--- src/rtl/rfsoc_config.sv ---
// ============================================================================
//  Module      : rfsoc_config (package)
//  Description : Shared definitions for the PL-side DAC playback logic:
//                sequencer state type, DAC channel count and the default
//                widths used by dac_playback_sequencer.
//  Revision    : 1.0 - initial release
// ============================================================================
`default_nettype none

package rfsoc_config;

  // Number of DAC driver channels on this board.
  localparam int NUM_DAC_CHANNELS       = 16;

  // Default widths for the playback sequencer.
  localparam int DEFAULT_DELAY_WIDTH    = 16;
  localparam int DEFAULT_REPEAT_WIDTH   = 16;
  localparam int DEFAULT_GAP_WIDTH      = 16;
  localparam int DEFAULT_TIMEOUT_CYCLES = 65535;

  // Playback sequencer states.
  typedef enum logic [2:0] {
    IDLE = 3'd0,
    ARM  = 3'd1,
    RUN  = 3'd2,
    GAP  = 3'd3,
    DONE = 3'd4
  } seq_state_t;

endpackage

`default_nettype wire

--- src/rtl/seq_delay_table.sv ---
// ============================================================================
//  Module      : seq_delay_table
//  Description : Per-channel start-delay register file. One write port,
//                every entry exposed in parallel so the sequencer can compare
//                all channels against its run counter in the same cycle.
//  Ports       : pl_clk      - clock
//                rst         - asynchronous active-high reset (table -> 0)
//                we          - write strobe (already qualified by caller)
//                addr        - entry to write
//                wdata       - delay value to write
//                delays_flat - all entries, entry i at [i*DELAY_WIDTH +: DELAY_WIDTH]
//  Revision    : 1.0 - initial release
// ============================================================================
`default_nettype none

module seq_delay_table
  import rfsoc_config::*;
#(
  parameter int NUM_CHANNELS = NUM_DAC_CHANNELS,
  parameter int DELAY_WIDTH  = DEFAULT_DELAY_WIDTH,
  parameter int ADDR_WIDTH   = $clog2(NUM_CHANNELS)
) (
  input  logic                                pl_clk,
  input  logic                                rst,
  input  logic                                we,
  input  logic [ADDR_WIDTH-1:0]               addr,
  input  logic [DELAY_WIDTH-1:0]              wdata,
  output logic [NUM_CHANNELS*DELAY_WIDTH-1:0] delays_flat
);

  for (genvar i = 0; i < NUM_CHANNELS; i++) begin : g_entry
    logic [DELAY_WIDTH-1:0] entry;

    always_ff @(posedge pl_clk or posedge rst) begin
      if (rst) begin
        entry <= '0;
      end else if (we && (addr == ADDR_WIDTH'(i))) begin
        entry <= wdata;
      end
    end

    assign delays_flat[i*DELAY_WIDTH +: DELAY_WIDTH] = entry;
  end

endmodule

`default_nettype wire

--- src/rtl/dac_playback_sequencer.sv ---
// ============================================================================
//  Module      : dac_playback_sequencer
//  Description : Issues one-cycle start pulses to the enabled DAC channels,
//                each after its programmed delay from a trigger rising edge,
//                waits for all started channels to report done, inserts an
//                inter-repeat gap and repeats for a programmed count
//                (0 = continuous until abort).
//  Ports       : pl_clk, rst         - clock, async active-high reset
//                cfg_we/addr/delay   - delay table write (ignored while busy)
//                channel_enable      - participating channels (latched in ARM)
//                repeat_count        - repetitions, 0 = continuous
//                gap_cycles          - idle cycles between repetitions
//                trigger             - level; rising edge starts a sequence
//                abort               - level; returns to IDLE next cycle
//                chan_done           - per-channel completion pulses
//                chan_start          - registered one-cycle start pulses
//                busy                - state != IDLE
//                seq_done            - one-cycle pulse at normal completion
//                repeat_index        - current repetition, 0-based
//                timeout_err         - sticky watchdog flag
//  Options     : SEQ_TIMEOUT_EN - enables the RUN-state completion watchdog;
//                when undefined timeout_err is tied low.
//  Revision    : 1.0 - initial release
// ============================================================================
`default_nettype none

module dac_playback_sequencer
  import rfsoc_config::*;
#(
  parameter int NUM_CHANNELS   = NUM_DAC_CHANNELS,
  parameter int DELAY_WIDTH    = DEFAULT_DELAY_WIDTH,
  parameter int REPEAT_WIDTH   = DEFAULT_REPEAT_WIDTH,
  parameter int GAP_WIDTH      = DEFAULT_GAP_WIDTH,
  parameter int TIMEOUT_CYCLES = DEFAULT_TIMEOUT_CYCLES
) (
  input  logic                            pl_clk,
  input  logic                            rst,
  input  logic                            cfg_we,
  input  logic [$clog2(NUM_CHANNELS)-1:0] cfg_addr,
  input  logic [DELAY_WIDTH-1:0]          cfg_delay,
  input  logic [NUM_CHANNELS-1:0]         channel_enable,
  input  logic [REPEAT_WIDTH-1:0]         repeat_count,
  input  logic [GAP_WIDTH-1:0]            gap_cycles,
  input  logic                            trigger,
  input  logic                            abort,
  input  logic [NUM_CHANNELS-1:0]         chan_done,
  output logic [NUM_CHANNELS-1:0]         chan_start,
  output logic                            busy,
  output logic                            seq_done,
  output logic [REPEAT_WIDTH-1:0]         repeat_index,
  output logic                            timeout_err
);

  localparam int ADDR_WIDTH = $clog2(NUM_CHANNELS);
  localparam logic [DELAY_WIDTH-1:0] CNT_MAX = '1;

  seq_state_t state, state_next;

  logic                            trigger_q;
  logic                            trig_edge;
  logic                            accept;
  logic                            restart;
  logic                            run_complete;
  logic                            last_rep;
  logic                            gap_end;
  logic                            wd_expire;

  logic [NUM_CHANNELS-1:0]         en_mask;
  logic [NUM_CHANNELS-1:0]         fired;
  logic [NUM_CHANNELS-1:0]         pending;
  logic [NUM_CHANNELS-1:0]         fire;
  logic [REPEAT_WIDTH-1:0]         repeat_lat;
  logic [GAP_WIDTH-1:0]            gap_lat;
  logic [GAP_WIDTH-1:0]            gap_cnt;
  logic [DELAY_WIDTH-1:0]          run_cnt;
  logic [NUM_CHANNELS*DELAY_WIDTH-1:0] delays_flat;

  // --------------------------------------------------------------------------
  // Delay table: writes are only honoured while the sequencer is idle so a
  // running sequence always sees a stable table.
  // --------------------------------------------------------------------------
  seq_delay_table #(
    .NUM_CHANNELS (NUM_CHANNELS),
    .DELAY_WIDTH  (DELAY_WIDTH),
    .ADDR_WIDTH   (ADDR_WIDTH)
  ) u_delay_table (
    .pl_clk      (pl_clk),
    .rst         (rst),
    .we          (cfg_we && (state == IDLE)),
    .addr        (cfg_addr),
    .wdata       (cfg_delay),
    .delays_flat (delays_flat)
  );

  assign trig_edge    = trigger & ~trigger_q;
  // abort wins over a simultaneous edge; an empty enable mask never starts.
  assign accept       = (state == IDLE) && trig_edge && (channel_enable != '0) && !abort;
  assign run_complete = (fired == en_mask) && (pending == '0);
  assign last_rep     = (repeat_lat != '0) && (repeat_index == repeat_lat - 1'b1);
  // gap_lat is never zero while in GAP; a zero gap bypasses the state.
  assign gap_end      = (state == GAP) && (gap_cnt == gap_lat - 1'b1);

  // Fire when the run counter reaches a channel's delay; fired[] keeps a
  // saturated counter from re-firing the same channel.
  for (genvar i = 0; i < NUM_CHANNELS; i++) begin : g_fire
    assign fire[i] = (state == RUN) && en_mask[i] && !fired[i] &&
                     (run_cnt == delays_flat[i*DELAY_WIDTH +: DELAY_WIDTH]);
  end

  // --------------------------------------------------------------------------
  // Completion watchdog
  // --------------------------------------------------------------------------
`ifdef SEQ_TIMEOUT_EN
  localparam int WD_WIDTH = $clog2(TIMEOUT_CYCLES + 1);

  logic [WD_WIDTH-1:0] wd_cnt;
  logic                wd_active;
  logic                timeout_q;

  // Counting runs while something is still outstanding or the counter has
  // hit its ceiling (a channel whose delay can never be reached).
  assign wd_active = (state == RUN) && ((run_cnt == CNT_MAX) || (pending != '0));
  assign wd_expire = wd_active && (wd_cnt == WD_WIDTH'(TIMEOUT_CYCLES - 1));

  always_ff @(posedge pl_clk or posedge rst) begin
    if (rst) begin
      wd_cnt    <= '0;
      timeout_q <= 1'b0;
    end else begin
      if ((state != RUN) || (fire != '0) || !wd_active) begin
        wd_cnt <= '0;
      end else begin
        wd_cnt <= wd_cnt + 1'b1;
      end

      if (wd_expire) begin
        timeout_q <= 1'b1;
      end else if (accept) begin
        timeout_q <= 1'b0;
      end
    end
  end

  assign timeout_err = timeout_q;
`else
  assign wd_expire   = 1'b0;
  assign timeout_err = 1'b0;
`endif

  // --------------------------------------------------------------------------
  // FSM next-state logic
  // --------------------------------------------------------------------------
  always_comb begin
    state_next = state;
    restart    = 1'b0;

    case (state)
      IDLE: begin
        if (accept) begin
          state_next = ARM;
        end
      end
      ARM: begin
        state_next = RUN;
      end
      RUN: begin
        if (wd_expire) begin
          state_next = IDLE;
        end else if (run_complete) begin
          if (last_rep) begin
            state_next = DONE;
          end else if (gap_lat == '0) begin
            state_next = RUN;
            restart    = 1'b1;
          end else begin
            state_next = GAP;
          end
        end
      end
      GAP: begin
        if (gap_end) begin
          state_next = RUN;
          restart    = 1'b1;
        end
      end
      DONE: begin
        state_next = IDLE;
      end
      default: begin
        state_next = IDLE;
      end
    endcase

    if (abort) begin
      state_next = IDLE;
      restart    = 1'b0;
    end
  end

  // --------------------------------------------------------------------------
  // State, counters and masks
  // --------------------------------------------------------------------------
  always_ff @(posedge pl_clk or posedge rst) begin
    if (rst) begin
      state        <= IDLE;
      trigger_q    <= 1'b0;
      chan_start   <= '0;
      en_mask      <= '0;
      fired        <= '0;
      pending      <= '0;
      repeat_lat   <= '0;
      repeat_index <= '0;
      gap_lat      <= '0;
      gap_cnt      <= '0;
      run_cnt      <= '0;
    end else begin
      state      <= state_next;
      trigger_q  <= trigger;
      chan_start <= abort ? '0 : fire;

      if (state == GAP) begin
        gap_cnt <= gap_cnt + 1'b1;
      end else begin
        gap_cnt <= '0;
      end

      if (state == ARM) begin
        en_mask      <= channel_enable;
        repeat_lat   <= repeat_count;
        gap_lat      <= gap_cycles;
        repeat_index <= '0;
        run_cnt      <= '0;
        fired        <= '0;
        pending      <= '0;
      end else if (restart) begin
        // Wraps naturally in continuous mode.
        repeat_index <= repeat_index + 1'b1;
        run_cnt      <= '0;
        fired        <= '0;
        pending      <= '0;
      end else if (state == RUN) begin
        if (run_cnt != CNT_MAX) begin
          run_cnt <= run_cnt + 1'b1;
        end
        fired   <= fired | fire;
        // A done arriving in the fire cycle finds pending still clear and
        // is dropped, as are dones from channels never started.
        pending <= (pending & ~chan_done) | fire;
      end
    end
  end

  assign busy     = (state != IDLE);
  assign seq_done = (state == DONE);

endmodule

`default_nettype wire

--- config.mk ---
export PLATFORM = sky130hd
export DESIGN_NAME = dac_playback_sequencer
export DESIGN_NICKNAME = d
export VERILOG_FILES = /design/src/rtl/rfsoc_config.sv /design/src/rtl/seq_delay_table.sv /design/src/rtl/dac_playback_sequencer.sv
export SDC_FILE = /design/constraint.sdc
export NUM_CORES = 1
export LEC_CHECK = 0
export ABC_AREA = 1
export CORE_ASPECT_RATIO = 1.5
export CORE_UTILIZATION = 59
export CTS_BUF_LIST = sky130_fd_sc_hd__clkbuf_16
export DETAILED_ROUTE_END_ITERATION = 8
export PLACE_DENSITY = 0.87
export REMOVE_ABC_BUFFERS = 1
export SETUP_SLACK_MARGIN = 0.2
export SYNTH_ARGS = -nofsm -noshare
export SYNTH_HDL_FRONTEND = slang
export SYNTH_SLANG_ARGS = --single-unit
--- constraint.sdc ---
create_clock -name pl_clk -period 25.3 [get_ports pl_clk]
set_clock_uncertainty 0.2 [all_clocks]
set_input_delay 5.06 -clock pl_clk [delete_from_list [all_inputs] [get_ports pl_clk]]
set_output_delay 5.06 -clock pl_clk [all_outputs]
set_load 0.01 [all_outputs]
# After elaboration in Yosys (flattened, before gate mapping)
# Cells that the tools add are included.
# totals
ff_bits	404
elab_cells	207
input_bits	89
out_inout_bits	35
# op_classes
bitwise	6
reduce_logical	100
mux	27
eq_ne	42
n_addsub	5
# ops
operator	n
$eq A16 B16 Y1	19
$mux W16	14
$logic_and A1 B1 Y1	71
$add A16 B1 Y16 const B	3
$eq A4 B4 Y1 const B	8
$logic_not A16 Y1	2
$or A16 B16 Y16	2
$reduce_bool A16 Y1	2
$sub A16 B1 Y16 const B	2
$logic_not A1 Y1	17
$and A16 B16 Y16	1
$eq A4 B3 Y1 const B	4
$ne A16 B16 Y1 const B	1
$not A16 Y16	1
$mux W3	5
$pmux W3 S4	1
$ne A3 B3 Y1 const B	3
$reduce_bool A3 Y1	3
$eq A4 B2 Y1 const B	2
$eq A3 B2 Y1 const B	2
$mux W1	6
$eq A4 B1 Y1 const B	1
$logic_not A4 Y1	1
$eq A3 B1 Y1 const B	1
other kinds (8)	8

# Logic depth before layout (Yosys ltp)
# depth
word_depth	9
ltp_mapped	18
depth_no_buf	16

# Modules after synthesis
# A second synthesis with hierarchy kept.
# unflattened
cells_unflattened	2836
area_unflattened_um2	21916.0
# by_module_without_submodules
mod	area_per_inst_um2	cells_per_inst	seq_area_each_um2	instances
dac_playback_sequencer	11584.9	1642	3703.6	1
seq_delay_table	10331.2	1194	6406.1	1

# Least setup slack after synthesis
# OpenSTA, ideal clock, no wires.
# synth_path
kind	input port to flip-flop
start	input port cfg_addr[2]
end	register u_delay_table.g_entry[12].entry[0]
n_path_buf	2
slack_ns	18.625
required_ns	25.022
t_arrival_ns	6.398
stages	6
setup_time_ns	0.078
cell_sequence	clkbuf_1 > nand2_1 > nor4_1 > clkbuf_1 > nor2_1 > a21oi_1
# synth_between
elab_chain_len	2
# synth_lines
item	line	source
start: declaration	dac_playback_sequencer.sv:39	input logic [$clog2(NUM_CHANNELS)-1:0] cfg_addr,
$eq A4 B4 Y1	seq_delay_table.sv:37	end else if (we && (addr == ADDR_WIDTH'(i))) begin
$logic_and A1 B1 Y1	seq_delay_table.sv:37	
end signal: assignment	seq_delay_table.sv:38	entry <= wdata;
end: declaration	seq_delay_table.sv:32	logic [DELAY_WIDTH-1:0] entry;
# Every way passes these cells.
# A chain may end at the register's enable or synchronous reset.

==> results.toml <==
[run_status]
outcome = "completed"

[grt]
grt_util_all_layers_pct = 38.31
first_global_vias = 18770
grt_pass1_wl_microns = 103100
grt_max_degree = 129
antenna_found_initial = 1
overflow = 0

[synth]
sequential_fraction_of_the_synthesis_area_pct = 48.68
synth_warnings = 0
yosys_register_bits = 404
postSynth.topFlopCell = "sky130_fd_sc_hd__dfrtp_1"
post_synth_num_cell_types = 48
ys_async_sr_fraction_pct = 100.0
mappedNetlistArea_sq_um = 20770
synthCells = 2600
synth.avg_cell_area_sq_um = 7.988
synth_enable_flop_cells = 0

[hold_path]
hold_depth = 2
min_delay_worst_endpoint = "u_delay_table.g_entry[4].entry[8]$_DFFE_PP0P_"
holdCritStartpoint = "u_delay_table.g_entry[4].entry[8]$_DFFE_PP0P_"
worst_hold_path_type = "reg -> reg"

[timing]
setup_viol = 0
worst_slew_pin_tran_ps = 1233
finalHoldWorstSlack_ps = 304.8
layout_worst_path_cycle_share_pct = 33.72
maxSlewViolCount = 0
grt_setup_unrepaired = "no"
achievable-frequency_ghz = 0.1172
timing.max_slew.rel_slack_pct = 17.80
fin_crit_ps = 8532
total_negative_setup_slacks_ps = 0
hold_viol_final = 0

[cts]
clkSlewWorstSetupHoldPaths_ps = 60
clock_insertion_delay_worst_skew_ps = 560
cts_tree = "built"
cts_buffers = 39
post_cts.resized_instances = 0
cts.path.max_buffers = 3
cts_max_level = 2
clock_sink_count = 404
cts_hold_buf = 0
cts_root_buf = "sky130_fd_sc_hd__clkbuf_16"
setup_fix_buffers_added_after_clock_tree_synthesis = 0

[run]
count_of_max_cap_constraint_violations = 0

[critical_path]
timing.critical_path.cells = "clkdlybuf4s50_1, inv_8, buf_4, buf_4, buf_4"
timing.critical_path.required_ps = 25620
crit_fanout = 128
crit_path_max_incr_delay_ps = 890
reg2reg_setup_slack_ps = 21450
worstReg2RegStart = "gap_lat[0]$_DFFE_PP0N_"
path_common_cell = "sky130_fd_sc_hd__buf_4"
critPathSlowestCell = "sky130_fd_sc_hd__buf_4"
timing.setup.critical_path_class = "in -> async"
worst_r2r_path_depth = 13
arrival_ps = 8860
critical_path.top_delay_family = "buffers and inverters"
crit-reg2reg-capture = "pending[9]$_DFFE_PP0P_"
crit_buf_inv = 5
kind_of_end_point_of_the_critical_path = "asynchronous set/reset pin"
start_kind = "primary input"

[floorplan]
floorplan.io_pins = 124
floorplan.die_area_sq_um = 35970
start_util_pct = 60.24
floorplan.die.height_microns = 231.8
core_area_sq_um = 34480
num_rows = 83
die_x_microns = 155.2

[route]
detailroute.via_count = 19190
drt_iter0_markers = 2023
postRouteWirelength_microns = 67830
post_drt_wl_per_cell_microns = 21.42
postRouteAntennaNets = 0
detail_route.drc_violations = 0
detail_route.vias_per_cell = 6.061
drt_first_pass_iters = 7

[place]
port_buffers = 122
place_area_sq_um = 22440
place.gp.congestion = 0.9464
dp.final_hpwl_microns = 45410

[finish]
finalNetCount = 2767
layout-drive-gt1-share_pct = 6.780
flow.area_growth_from_synthesis_pct = 14.05
most-common-layout-cells = "sky130_fd_sc_hd__nand2_1, sky130_fd_sc_hd__dfrtp_1, sky130_fd_sc_hd__nor2_1, sky130_fd_sc_hd__inv_1, sky130_fd_sc_hd__o21ai_0"
fin_area_sq_um = 23690
final_core_utilization_pct = 68.70
mostFrequentLayoutCell = "sky130_fd_sc_hd__nand2_1"
antenna_cells_inserted = 0

[power]
max-vdd-ir-drop_v = 0.00005620
post-layout-total-power_mw = 2.465
p_leak_nw = 10.98
power_density_nw_per_um2 = 104.0
area by class of cell:
| type | instances | area, sq um |
|---|---|---|
| Fill cell | 2608 | 10790 |
| Sequential cell | 404 | 10110 |
| Multi-Input combinational cell | 1741 | 8992 |
| Timing Repair Buffer | 164 | 1536 |
| Inverter | 321 | 1212 |
| Clock buffer | 40 | 1001 |
| Tap cell | 467 | 584.3 |
| Clock inverter | 29 | 250.2 |
through the flow:
stage / std cells / worst slack (ps)
6_report: 3166 / 16770
5_1_grt: 3166 / 16230
4_1_cts: 3166 / 16660
3_5_place_dp: 3097 / 16080
3_3_place_gp: 3097 / 16130
2_1_floorplan: 2466 / 8802
how the worst max path moves through the flow:
stage | start | endpoint | cells after the start | slack, ps
floorplan | rst | chan_start[0]$_DFF_PP0_ | 1 | 8800
global placement | rst | u_delay_table.g_entry[6].entry[0]$_DFFE_PP0P_ | 5 | 16130
detailed placement | rst | u_delay_table.g_entry[6].entry[6]$_DFFE_PP0P_ | 5 | 16080
CTS | rst | u_delay_table.g_entry[4].entry[2]$_DFFE_PP0P_ | 5 | 16660
global route | rst | u_delay_table.g_entry[5].entry[10]$_DFFE_PP0P_ | 5 | 16230
finish | rst | u_delay_table.g_entry[5].entry[2]$_DFFE_PP0P_ | 5 | 16770
worst min-delay path: stages, from the launching register on:
cell,delay (ps)
sky130_fd_sc_hd__dfrtp_1,350
sky130_fd_sc_hd__nand2_1,60
sky130_fd_sc_hd__o21ai_0,60
Yosys cell counts (2+ instances only):
cell type,number,share of area [%]
sky130_fd_sc_hd__nand3_1,76,1.8
sky130_fd_sc_hd__a31oi_1,3,0.090
sky130_fd_sc_hd__nand3_2,3,0.14
sky130_fd_sc_hd__buf_1,20,0.36
sky130_fd_sc_hd__o2111ai_1,22,0.93
sky130_fd_sc_hd__mux2_2,26,1.4
sky130_fd_sc_hd__nand3b_1,11,0.40
sky130_fd_sc_hd__nor4_1,40,1.2
sky130_fd_sc_hd__ha_1,7,0.42
sky130_fd_sc_hd__nor3_1,39,0.94
sky130_fd_sc_hd__a2111oi_0,5,0.21
sky130_fd_sc_hd__a211oi_1,5,0.18
sky130_fd_sc_hd__nor2_1,314,5.7
sky130_fd_sc_hd__o22ai_1,73,2.2
sky130_fd_sc_hd__nand2_2,4,0.12
sky130_fd_sc_hd__nor2_2,25,0.75
sky130_fd_sc_hd__clkinv_1,12,0.22
sky130_fd_sc_hd__nor2_4,2,0.11
sky130_fd_sc_hd__or2_2,4,0.12
sky130_fd_sc_hd__buf_2,10,0.24
sky130_fd_sc_hd__nand2_4,2,0.11
sky130_fd_sc_hd__buf_6,3,0.16
sky130_fd_sc_hd__o21ai_0,210,5.1
sky130_fd_sc_hd__nand2_1,530,9.6
sky130_fd_sc_hd__inv_1,303,5.5
sky130_fd_sc_hd__o221ai_1,20,0.84
sky130_fd_sc_hd__inv_2,6,0.11
sky130_fd_sc_hd__nor4_2,4,0.24
sky130_fd_sc_hd__xor2_1,84,3.5
sky130_fd_sc_hd__nand4_1,43,1.3
sky130_fd_sc_hd__xnor2_1,33,1.4
sky130_fd_sc_hd__dfrtp_1,404,49
sky130_fd_sc_hd__clkbuf_1,99,1.8
sky130_fd_sc_hd__a21oi_1,134,3.2
sky130_fd_sc_hd__a221oi_1,11,0.46
registers in the layout, indices dropped and copies added, names as in the netlist:
name and count:
repeat_lat 16, en_mask 16, u_delay_table.g_entry.entry 256, gap_lat 16
repeat_index 16, run_cnt 16, pending 16, gap_cnt 16
state 3, chan_start 16, trigger_q 1, fired 16
kinds of logic (layout without fill, tap and decap cells):
logic type,Yosys count,after routing,synth area share (%)
multiplexers,26,26,1.410
adder cells (fa/ha/maj),7,7,0.4217
other,1,1,0.01806
buffers and inverters,455,554,8.416
AND/OR/NAND/NOR,1100,1100,22.64
XOR/XNOR,117,117,4.934
flip-flops,404,404,48.68
AO/OA/AOI/OAI,490,490,13.48
power by group:
part | switching (mW) | total, mW | internal (mW)
logic | 0.487 | 0.795 | 0.309
clock network | 0.254 | 0.582 | 0.329
registers | 0.190 | 1.09 | 0.897
per-layer routing:
metal / routed length, microns / track usage [%]
met4: 6156 / 29.41
met1: 22530 / 43.34
met5: 8 / 0
met3: 7561 / 8.753
met2: 31580 / 62.89
Power figures use the tool's default switching activity.
